<file path="config.mk">
export PLATFORM = sky130hd
export DESIGN_NAME = mod6_count_monitor
export DESIGN_NICKNAME = d
export VERILOG_FILES = /design/src/rtl/mod6_mon_pkg.sv /design/src/rtl/mod6_count_monitor_filter.sv /design/src/rtl/mod6_count_monitor.sv
export SDC_FILE = /design/constraint.sdc
export NUM_CORES = 1
export LEC_CHECK = 0
export CAP_MARGIN = 0
export CORE_MARGIN = 8
export CORE_UTILIZATION = 50
export DETAILED_ROUTE_END_ITERATION = 7
export GPL_TIMING_DRIVEN = 0
export HOLD_SLACK_MARGIN = 0.12
export PLACE_DENSITY = 0.84
export SYNTH_ARGS = -nofsm -noshare
export SYNTH_HDL_FRONTEND = slang
export SYNTH_HIERARCHICAL = 1
export SYNTH_SLANG_ARGS = --single-unit
</file>
<file path="constraint.sdc">
create_clock -name clk -period 2.3 [get_ports clk]
set_input_delay 0.575 -clock clk [delete_from_list [all_inputs] [get_ports clk]]
set_output_delay 0.575 -clock clk [all_outputs]
set_load 0.02 [all_outputs]
</file>
<file path="src/rtl/mod6_mon_pkg.sv">
// Shared constants, FSM state type and code helpers for the mod-6 ripple counter monitor.
package mod6_mon_pkg;

    localparam int MOD_N  = 6;
    localparam int CODE_W = 3;

    typedef enum logic {
        S_INIT,
        S_TRACK
    } state_t;

    function automatic logic [CODE_W-1:0] next_code(input logic [CODE_W-1:0] c);
        return (c == CODE_W'(MOD_N - 1)) ? '0 : c + 1'b1;
    endfunction

    function automatic logic is_legal(input logic [CODE_W-1:0] c);
        return c < CODE_W'(MOD_N);
    endfunction

endpackage

</file>
<file path="src/rtl/mod6_count_monitor_filter.sv">
// Two-flop synchroniser for the ripple code plus a run-length filter that
// declares a code stable once it has been seen STABLE_CYCLES times in a row.
module sync_stable_filter
    import mod6_mon_pkg::*;
#(
    parameter int STABLE_CYCLES = 2
) (
    input  logic              clk,
    input  logic              clr,
    input  logic [CODE_W-1:0] q_in,
    output logic [CODE_W-1:0] stable_code,
    output logic              stable
);

    localparam int              RUN_W   = $clog2(STABLE_CYCLES + 1);
    localparam logic [RUN_W-1:0] RUN_MAX = RUN_W'(STABLE_CYCLES);

    logic [CODE_W-1:0] q_meta;
    logic [CODE_W-1:0] qs;
    logic [CODE_W-1:0] run_code;
    logic [RUN_W-1:0]  run;
    logic [RUN_W-1:0]  run_now;
    logic [1:0]        fill;
    logic              primed;

    // The cleared sync flops hold a fake code 0 after reset; ignore them until refilled.
    assign primed = fill[1];

    // Run length including the sample currently at the synchroniser output.
    always_comb begin
        run_now = '0;
        if (primed) begin
            if (qs != run_code) begin
                run_now = RUN_W'(1);
            end else if (run != RUN_MAX) begin
                run_now = run + 1'b1;
            end else begin
                run_now = RUN_MAX;
            end
        end
    end

    always_ff @(posedge clk) begin
        if (!clr) begin
            q_meta   <= '0;
            qs       <= '0;
            run_code <= '0;
            run      <= '0;
            fill     <= '0;
        end else begin
            q_meta <= q_in;
            qs     <= q_meta;
            fill   <= {fill[0], 1'b1};
            run    <= run_now;
            if (primed) begin
                run_code <= qs;
            end
        end
    end

    assign stable_code = qs;
    assign stable      = (run_now == RUN_MAX);

endmodule

</file>
<file path="src/rtl/mod6_count_monitor.sv">
// Mod-6 ripple counter monitor: filters the async code, tracks 0..5 and flags errors.
// Optional irq_mask/irq ports are enabled by defining MOD6_MON_IRQ_EN.
module mod6_count_monitor
    import mod6_mon_pkg::*;
#(
    parameter int STABLE_CYCLES = 2,
    parameter int WRAP_W        = 8
) (
    input  logic              clk,
    input  logic              clr,
    input  logic [CODE_W-1:0] q_in,
    input  logic              err_clear,
    output logic              valid_out,
    output logic [CODE_W-1:0] count_out,
    output logic [MOD_N-1:0]  onehot_out,
    output logic              wrap_pulse,
    output logic [WRAP_W-1:0] wrap_count,
    output logic              illegal_err,
    output logic              seq_err
`ifdef MOD6_MON_IRQ_EN
    ,
    input  logic [1:0]        irq_mask,
    output logic              irq
`endif
);

    logic [CODE_W-1:0] stable_code;
    logic              stable;
    logic              accept;

    state_t            state;
    state_t            state_n;
    logic              valid_n;
    logic [CODE_W-1:0] count_n;
    logic              wrap_n;
    logic              seq_set;
    logic              illegal_set;
    logic              seq_n;
    logic              illegal_n;

    sync_stable_filter #(
        .STABLE_CYCLES(STABLE_CYCLES)
    ) u_filter (
        .clk        (clk),
        .clr        (clr),
        .q_in       (q_in),
        .stable_code(stable_code),
        .stable     (stable)
    );

    assign accept = stable && is_legal(stable_code);

    // Set events take priority over err_clear so a coincident error is never lost.
    always_comb begin
        state_n     = state;
        valid_n     = valid_out;
        count_n     = count_out;
        wrap_n      = 1'b0;
        seq_set     = 1'b0;
        illegal_set = stable && !is_legal(stable_code);

        case (state)
            S_INIT: begin
                if (accept) begin
                    count_n = stable_code;
                    valid_n = 1'b1;
                    state_n = S_TRACK;
                end
            end
            S_TRACK: begin
                if (accept && (stable_code != count_out)) begin
                    count_n = stable_code;
                    if (stable_code != next_code(count_out)) begin
                        seq_set = 1'b1;
                    end
                    if ((count_out == CODE_W'(MOD_N - 1)) && (stable_code == '0)) begin
                        wrap_n = 1'b1;
                    end
                end
            end
            default: state_n = S_INIT;
        endcase

        illegal_n = illegal_set | (illegal_err & ~err_clear);
        seq_n     = seq_set | (seq_err & ~err_clear);
    end

    always_ff @(posedge clk) begin
        if (!clr) begin
            state       <= S_INIT;
            valid_out   <= 1'b0;
            count_out   <= '0;
            wrap_pulse  <= 1'b0;
            wrap_count  <= '0;
            illegal_err <= 1'b0;
            seq_err     <= 1'b0;
        end else begin
            state       <= state_n;
            valid_out   <= valid_n;
            count_out   <= count_n;
            wrap_pulse  <= wrap_n;
            illegal_err <= illegal_n;
            seq_err     <= seq_n;
            if (wrap_n) begin
                wrap_count <= wrap_count + 1'b1;
            end
        end
    end

    assign onehot_out = valid_out ? (MOD_N'(1) << count_out) : '0;

`ifdef MOD6_MON_IRQ_EN
    always_ff @(posedge clk) begin
        if (!clr) begin
            irq <= 1'b0;
        end else begin
            irq <= (illegal_err & ~irq_mask[0]) | (seq_err & ~irq_mask[1]);
        end
    end
`endif

endmodule

</file>
==> results of run 1 <==
-- critical path: stages (launching register included) --
cell	delay, ns
sky130_fd_sc_hd__dfxtp_2	0.37
sky130_fd_sc_hd__inv_1	0.08
sky130_fd_sc_hd__nand2_1	0.08
sky130_fd_sc_hd__nor3b_1	0.18
sky130_fd_sc_hd__clkdlybuf4s50_1	0.63
-- worst max-delay path by stage --
stage	cells after the start	from	end
final	4	count_out[2]	onehot_out[1]
after detailed placement	7	u_filter/stable_code[0]	wrap_count[5]
after global placement	7	u_filter/stable_code[0]	wrap_count[5]
after floorplan	9	u_filter/run[0]	wrap_count[2]
after CTS	4	count_out[2]	onehot_out[2]
after global routing	3	valid_out	onehot_out[1]
-- flip-flops by register name, summed over array words and instances (netlist names) --
signal,cells
wrap_count,8
count_out,3
u_filter/q_meta,3
u_filter/run_code,3
u_filter/stable_code,3
u_filter/fill,2
u_filter/run,2
illegal_err,1
seq_err,1
state,1
valid_out,1
wrap_pulse,1
-- kinds of logic after synthesis --
kind of cell,count (synthesis)
AO/OA/AOI/OAI,22
XOR/XNOR,7
adder cells (fa/ha/maj),3
buffers and inverters,15
flip-flops,29
multiplexers,6
AND/OR/NAND/NOR,60
-- synthesized netlist by cell type, types with 2 or more instances --
master,count,share of area [%]
sky130_fd_sc_hd__o21a_1,3,1.7
sky130_fd_sc_hd__a21oi_1,6,2.2
sky130_fd_sc_hd__and2_2,2,1.1
sky130_fd_sc_hd__or3_1,4,1.9
sky130_fd_sc_hd__clkbuf_1,2,0.56
sky130_fd_sc_hd__nor3_1,4,1.5
sky130_fd_sc_hd__nand4_1,2,0.93
sky130_fd_sc_hd__nor3b_1,2,1.1
sky130_fd_sc_hd__dfxtp_1,29,43
sky130_fd_sc_hd__and2_1,10,4.7
sky130_fd_sc_hd__nand3_1,6,2.2
sky130_fd_sc_hd__ha_1,3,2.8
sky130_fd_sc_hd__xor2_1,4,2.6
sky130_fd_sc_hd__nand2_1,8,2.2
sky130_fd_sc_hd__inv_1,7,2.0
sky130_fd_sc_hd__nor4_1,3,1.4
sky130_fd_sc_hd__nor2_1,8,2.2
sky130_fd_sc_hd__buf_6,3,2.5
sky130_fd_sc_hd__o21ai_0,6,2.2
sky130_fd_sc_hd__nor2b_1,3,1.4
sky130_fd_sc_hd__mux2i_1,6,4.5
sky130_fd_sc_hd__buf_2,2,0.75
sky130_fd_sc_hd__nand3b_1,2,1.1
sky130_fd_sc_hd__xnor2_1,3,2.0
-- layer usage --
metal | up-vias | GRT usage, % | part of all wire, %
met5 | - | 0 | 0
met2 | 26 | 20.4 | 48
met4 | 0 | 8.62 | 2.1
met1 | 508 | 12.3 | 42
li1 | 558 | - | -
met3 | 5 | 4.80 | 8.1
-- power by group through the flow --
stage / combinational [mW] / sequential, mW / clock, mW
4_1_cts: 0.0502 / 0.515 / 0.442
6_report: 0.0499 / 0.515 / 0.432
3_5_place_dp: 0.0494 / 0.527 / 0
5_1_grt: 0.0549 / 0.517 / 0.464
2_1_floorplan: 0.0322 / 0.526 / 0
3_3_place_gp: 0.0469 / 0.527 / 0
-- cell type report --
type	instances	share of cell area [%]
repair buffers	26	15.0
clock inverters	1	1.74
flip-flops and latches	29	33.7
multi-input cells	98	39.3
clock buffers	7	3.18
well taps	30	2.17
inverters	7	1.52
plain buffers	8	3.40
-- timing repair --
| item | in CTS | in global routing |
|---|---|---|
| hold buffers | 0 | 0 |
| resized for setup | 4 | 2 |
| setup buffers | 0 | 0 |
| setup endpoints to repair | 5 | 2 |
| endpoints found under the hold margin | 0 | 0 |
==> flow_metrics.env, run 1 <==
export IMPL_status="complete, no violations"
export IMPL_worst_hold_path_type="reg -> reg"
export IMPL_synth_seq_cells=29
export IMPL_tritoncts="built"
export IMPL_diodes=0
export IMPL_syn_instance_count=142
export IMPL_peakVddDrop_mv=0.533
export IMPL_syn_num_nets=151
export IMPL_die_area_mm2=0.00459
export IMPL_slew_viol_final=0
export IMPL_start_kind="flop"
export IMPL_die_w_um=67.7
export IMPL_timing_hold_ws_ns=0.439
export IMPL_postSynth_topFlopCell="sky130_fd_sc_hd__dfxtp_1"
export IMPL_half_perimeter_wire_length_after_placement_um=1990
export IMPL_number_of_global_route_vias_before_repair=1048
export IMPL_cts_inserted_buffers=5
export IMPL_placed_area_mm2=0.00164
export IMPL_synth_edff_count=0
export IMPL_final_core_util_pct=69.2
export IMPL_dpl_worst_slack_ns=0.0338
export IMPL_avgSynthCellArea_um2=9.43
export IMPL_synth_compound_area_share_pct=11.8
export IMPL_sequential_cell_area_um2=583
export IMPL_post_synth_xor_area_fraction_pct=4.58
export IMPL_numClockSinks=29
export IMPL_placed_cells_incl_taps=198
export IMPL_worst_slew_pin_transition_ns=0.460
export IMPL_timing_final_setup_violations=0
export IMPL_initial_core_util_pct=53.6
export IMPL_total_power_mw=0.997
export IMPL_overflow=0
export IMPL_layout_common_cells="sky130_fd_sc_hd__dfxtp_1 (27), sky130_fd_sc_hd__clkdlybuf4s50_1 (23), sky130_fd_sc_hd__and2_1 (10)"
export IMPL_largest_family_of_logic_cells_by_synthesized_area="simple AND/OR/NAND/NOR gates"
export IMPL_wl_per_cell_um=13.0
export IMPL_ys_async_sr_fraction_pct=0
export IMPL_die_height_um=67.7
export IMPL_peak_clock_frequency_supported_by_timing_ghz=0.444
export IMPL_reg2reg_from="u_filter/run[1]"
export IMPL_detailroute_via_count=1097
export IMPL_rr_endpoint="wrap_count[5]"
export IMPL_combinationalPowerShare_pct=5.0
export IMPL_yosysWarningCount=6
export IMPL_tns_ns=0
export IMPL_worstSetupPathType="reg -> out"
export IMPL_worst_clock_skew_ns=0.00691
export IMPL_nets_finish=184
export IMPL_detailedRoute_firstIterationViolations=26
export IMPL_ios=27
export IMPL_numPortBuffers=26
export IMPL_p_switching_mw=0.203
export IMPL_max_slew_margin_rel_pct=69.3
export IMPL_drive_gt1_share_pct=14.2
export IMPL_swShare_pct=20.4
export IMPL_grt_setup_unrepaired="false"
export IMPL_drc_errors=0
export IMPL_timing_reg2reg_setup_slack_ns=0.16
export IMPL_worst_endpoint_required_ns=1.73
export IMPL_fin_crit_sh_pct=97.9
export IMPL_grt_max_degree=12
export IMPL_drt_total_wl_um=2670
export IMPL_relative_contribution_of_the_clock_network_to_total_power_pct=43.3
export IMPL_grt_total_usage_pct=12.2
export IMPL_via_per_inst=5.33
export IMPL_power_leakage_nw=0.668
export IMPL_postLayoutSetupSlackWorst_ns=0.0482
export IMPL_globalplace_congestion=0.853
export IMPL_cellPowerDensity_mw_per_mm2=576
export IMPL_std_cell_rows=18
export IMPL_drv_cap=0
export IMPL_synth_sequential_area_ratio_pct=43.4
export IMPL_grt_antenna_before_repair=0
export IMPL_muxShareOfSynthArea_pct=4.49
export IMPL_cell_internal_power_dissipation_mw=0.794
export IMPL_holdCritStartpoint="u_filter/fill[0]"
export IMPL_wire_length_of_the_first_global_routing_pass_um=4270
export IMPL_finish_instance_area_mm2=0.00173
export IMPL_yosysUniqueCellTypes=38
export IMPL_layout_area_overhead_vs_synth_pct=29.3
export IMPL_multiInputGateArea_um2=679
export IMPL_cts_reportedPaths_clkPinSlew_ns=0.09
export IMPL_end_kind="output port"
export IMPL_final_common_cell="sky130_fd_sc_hd__dfxtp_1"
export IMPL_ctsRootBufferMaster="sky130_fd_sc_hd__clkbuf_4"
export IMPL_post_layout_nonfiller_instances=206
export IMPL_cts_buffer_depth=2
export IMPL_synth_adder_area_share_pct=2.80
export IMPL_worst_hold_path_endpoint="u_filter/fill[1]"
export IMPL_worst_ep_arrival_time_ns=1.68
export IMPL_fp_coreArea_mm2=0.00250
export IMPL_fill_cells=216
export IMPL_clk_latency_ns=0.33
export IMPL_detail_route_first_pass_iterations=4
export IMPL_drtAntennaViolNets=0
export IMPL_pwr_share_seq_pct=51.7
export IMPL_finalHoldViolCount=0
export IMPL_hold_path_depth=1
export IMPL_finalWorstPathRequiredPeriod_ns=2.25
export IMPL_worstPathMaxFanout=8
export IMPL_worst_r2r_cell_count=9
export IMPL_cts_htree_levels=2
export IMPL_simple_gate_area_share_of_the_yosys_netlist_pct=26.6
export IMPL_post_synthesis_cell_area_mm2=0.00134
Power figures use the tool's default switching activity.
==> run 2: changes to the inputs <==
- SLEW_MARGIN: default -> 15
==> results of run 2 <==
Final layout, timing and power as in run 1 (identical DEF).
==> run 3: changes to the inputs <==
- CORE_UTILIZATION: 50 -> 45
- GPL_ROUTABILITY_DRIVEN: default -> 1
- PLACE_DENSITY: 0.84 -> 0.8
- clock period: 2.3 -> 2 ns (I/O delays scaled with it)
==> flow_metrics.env, run 3 (synthesized netlist as in run 1, its figures left out) <==
export IMPL_status="finished with violations"
export IMPL_failed_checks="negative setup slack"
export IMPL_die_w_um=70.5
export IMPL_grt_antenna_before_repair=0
export IMPL_finalWorstPathRequiredPeriod_ns=2.02
export IMPL_half_perimeter_wire_length_after_placement_um=2000
export IMPL_max_slew_margin_rel_pct=67.2
export IMPL_final_core_util_pct=66.4
export IMPL_drv_cap=0
export IMPL_numPortBuffers=26
export IMPL_wl_per_cell_um=13.8
export IMPL_tritoncts="built"
export IMPL_placed_cells_incl_taps=199
export IMPL_drive_gt1_share_pct=26.1
export IMPL_ios=27
export IMPL_worst_ep_arrival_time_ns=2.28
export IMPL_layout_common_cells="sky130_fd_sc_hd__dfxtp_1 (24), sky130_fd_sc_hd__clkdlybuf4s50_1 (20), sky130_fd_sc_hd__and2_1 (10)"
export IMPL_diodes=0
export IMPL_fp_coreArea_mm2=0.00278
export IMPL_worstPathMaxFanout=6
export IMPL_peak_clock_frequency_supported_by_timing_ghz=0.495
export IMPL_detailedRoute_firstIterationViolations=36
export IMPL_fill_cells=216
export IMPL_grt_max_degree=12
export IMPL_worst_clock_skew_ns=0.00258
export IMPL_cellPowerDensity_mw_per_mm2=626
export IMPL_cts_buffer_depth=2
export IMPL_layout_area_overhead_vs_synth_pct=38.0
export IMPL_start_kind="flop"
export IMPL_postLayoutSetupSlackWorst_ns=-0.0204
export IMPL_fin_crit_sh_pct=101
export IMPL_drt_total_wl_um=2980
export IMPL_number_of_global_route_vias_before_repair=1109
export IMPL_drc_errors=0
export IMPL_slew_viol_final=0
export IMPL_timing_final_setup_violations=1
export IMPL_post_layout_nonfiller_instances=215
export IMPL_die_height_um=70.5
export IMPL_peakVddDrop_mv=0.710
export IMPL_clk_latency_ns=0.32
export IMPL_cts_inserted_buffers=5
export IMPL_globalplace_congestion=0.864
export IMPL_largest_register_ff_count=8
export IMPL_initial_core_util_pct=48.1
export IMPL_grt_setup_unrepaired="true"
export IMPL_numClockSinks=29
export IMPL_nets_finish=192
export IMPL_worst_endpoint_required_ns=2.26
export IMPL_power_leakage_nw=0.702
export IMPL_finalHoldViolCount=0
export IMPL_detailroute_via_count=1161
export IMPL_via_per_inst=5.40
export IMPL_cts_htree_levels=2
export IMPL_largest_register="wrap_count"
export IMPL_grt_total_usage_pct=12.0
export IMPL_cts_reportedPaths_clkPinSlew_ns=0.09
export IMPL_total_power_mw=1.16
export IMPL_std_cell_rows=19
export IMPL_ctsRootBufferMaster="sky130_fd_sc_hd__clkbuf_4"
export IMPL_die_area_mm2=0.00498
export IMPL_overflow=0
export IMPL_drtAntennaViolNets=0
export IMPL_worstSetupPathType="reg -> reg"
export IMPL_cts_hold_repair_buffers=0
export IMPL_worst_slew_pin_transition_ns=0.492
export IMPL_dpl_worst_slack_ns=-0.321
export IMPL_wire_length_of_the_first_global_routing_pass_um=4970
export IMPL_end_kind="flop"
export IMPL_detail_route_first_pass_iterations=4
export IMPL_timing_hold_ws_ns=0.439
export IMPL_worst_hold_path_type="reg -> reg"
export IMPL_final_common_cell="sky130_fd_sc_hd__dfxtp_1"
[run 3: per-stage QoR]
step           TNS [ns]  instance area [um^2]
5_1_grt          -0.465                  1850
6_report        -0.0204                  1850
4_1_cts         -0.0634                  1800
2_1_floorplan         0                  1340
3_5_place_dp      -1.72                  1640
3_3_place_gp     -0.939                  1640
[run 3: worst paths after layout]
path	startpoint	end	slack (ns)	depth (start not counted)
min	u_filter/q_meta[2]	u_filter/stable_code[2]	0.44	1
min reg2reg	u_filter/q_meta[2]	u_filter/stable_code[2]	0.44	1
max	u_filter/run[0]	wrap_count[2]	-0.02	9
max reg2reg	u_filter/run[0]	wrap_count[2]	-0.02	9
[run 3: what timing repair did]
action,in CTS,in global routing
resized for setup,25,11
pin swaps,11,6
setup buffers,5,3
cloned,1,0
setup endpoints to repair,15,11
[run 3: routing by layer]
metal | up-vias | track usage (%) | wire, um
li1 | 575 | - | -
met1 | 547 | 13.0 | 1240
met2 | 33 | 20.5 | 1500
met3 | 6 | 4.60 | 187
met4 | 0 | 5.25 | 46
met5 | - | 0 | 0
[run 3: area by class of cell]
class	count	area, um^2	area share (%)
Buffer	8	62.6	3.39
Clock buffer	7	55.1	2.98
Clock inverter	1	30.0	1.62
Inverter	7	26.3	1.42
Multi-Input combinational cell	98	747	40.4
Sequential cell	29	587	31.8
Tap cell	31	38.8	2.10
Timing Repair Buffer	34	302	16.3
[run 3: critical path: stages (launching register included)]
cell and delay, ns:
sky130_fd_sc_hd__dfxtp_2 0.33, sky130_fd_sc_hd__inv_2 0.04, sky130_fd_sc_hd__ha_4 0.25, sky130_fd_sc_hd__nand3b_1 0.12
sky130_fd_sc_hd__nor4_4 0.18, sky130_fd_sc_hd__a21boi_4 0.26, sky130_fd_sc_hd__nand4_4 0.16, sky130_fd_sc_hd__buf_6 0.17
sky130_fd_sc_hd__or3_4 0.32, sky130_fd_sc_hd__a21oi_2 0.12
[run 3: power breakdown]
part	switching (mW)	internal (mW)	total [mW]
logic	0.0328	0.0294	0.0622
clock network	0.203	0.298	0.501
registers	0.00563	0.587	0.593
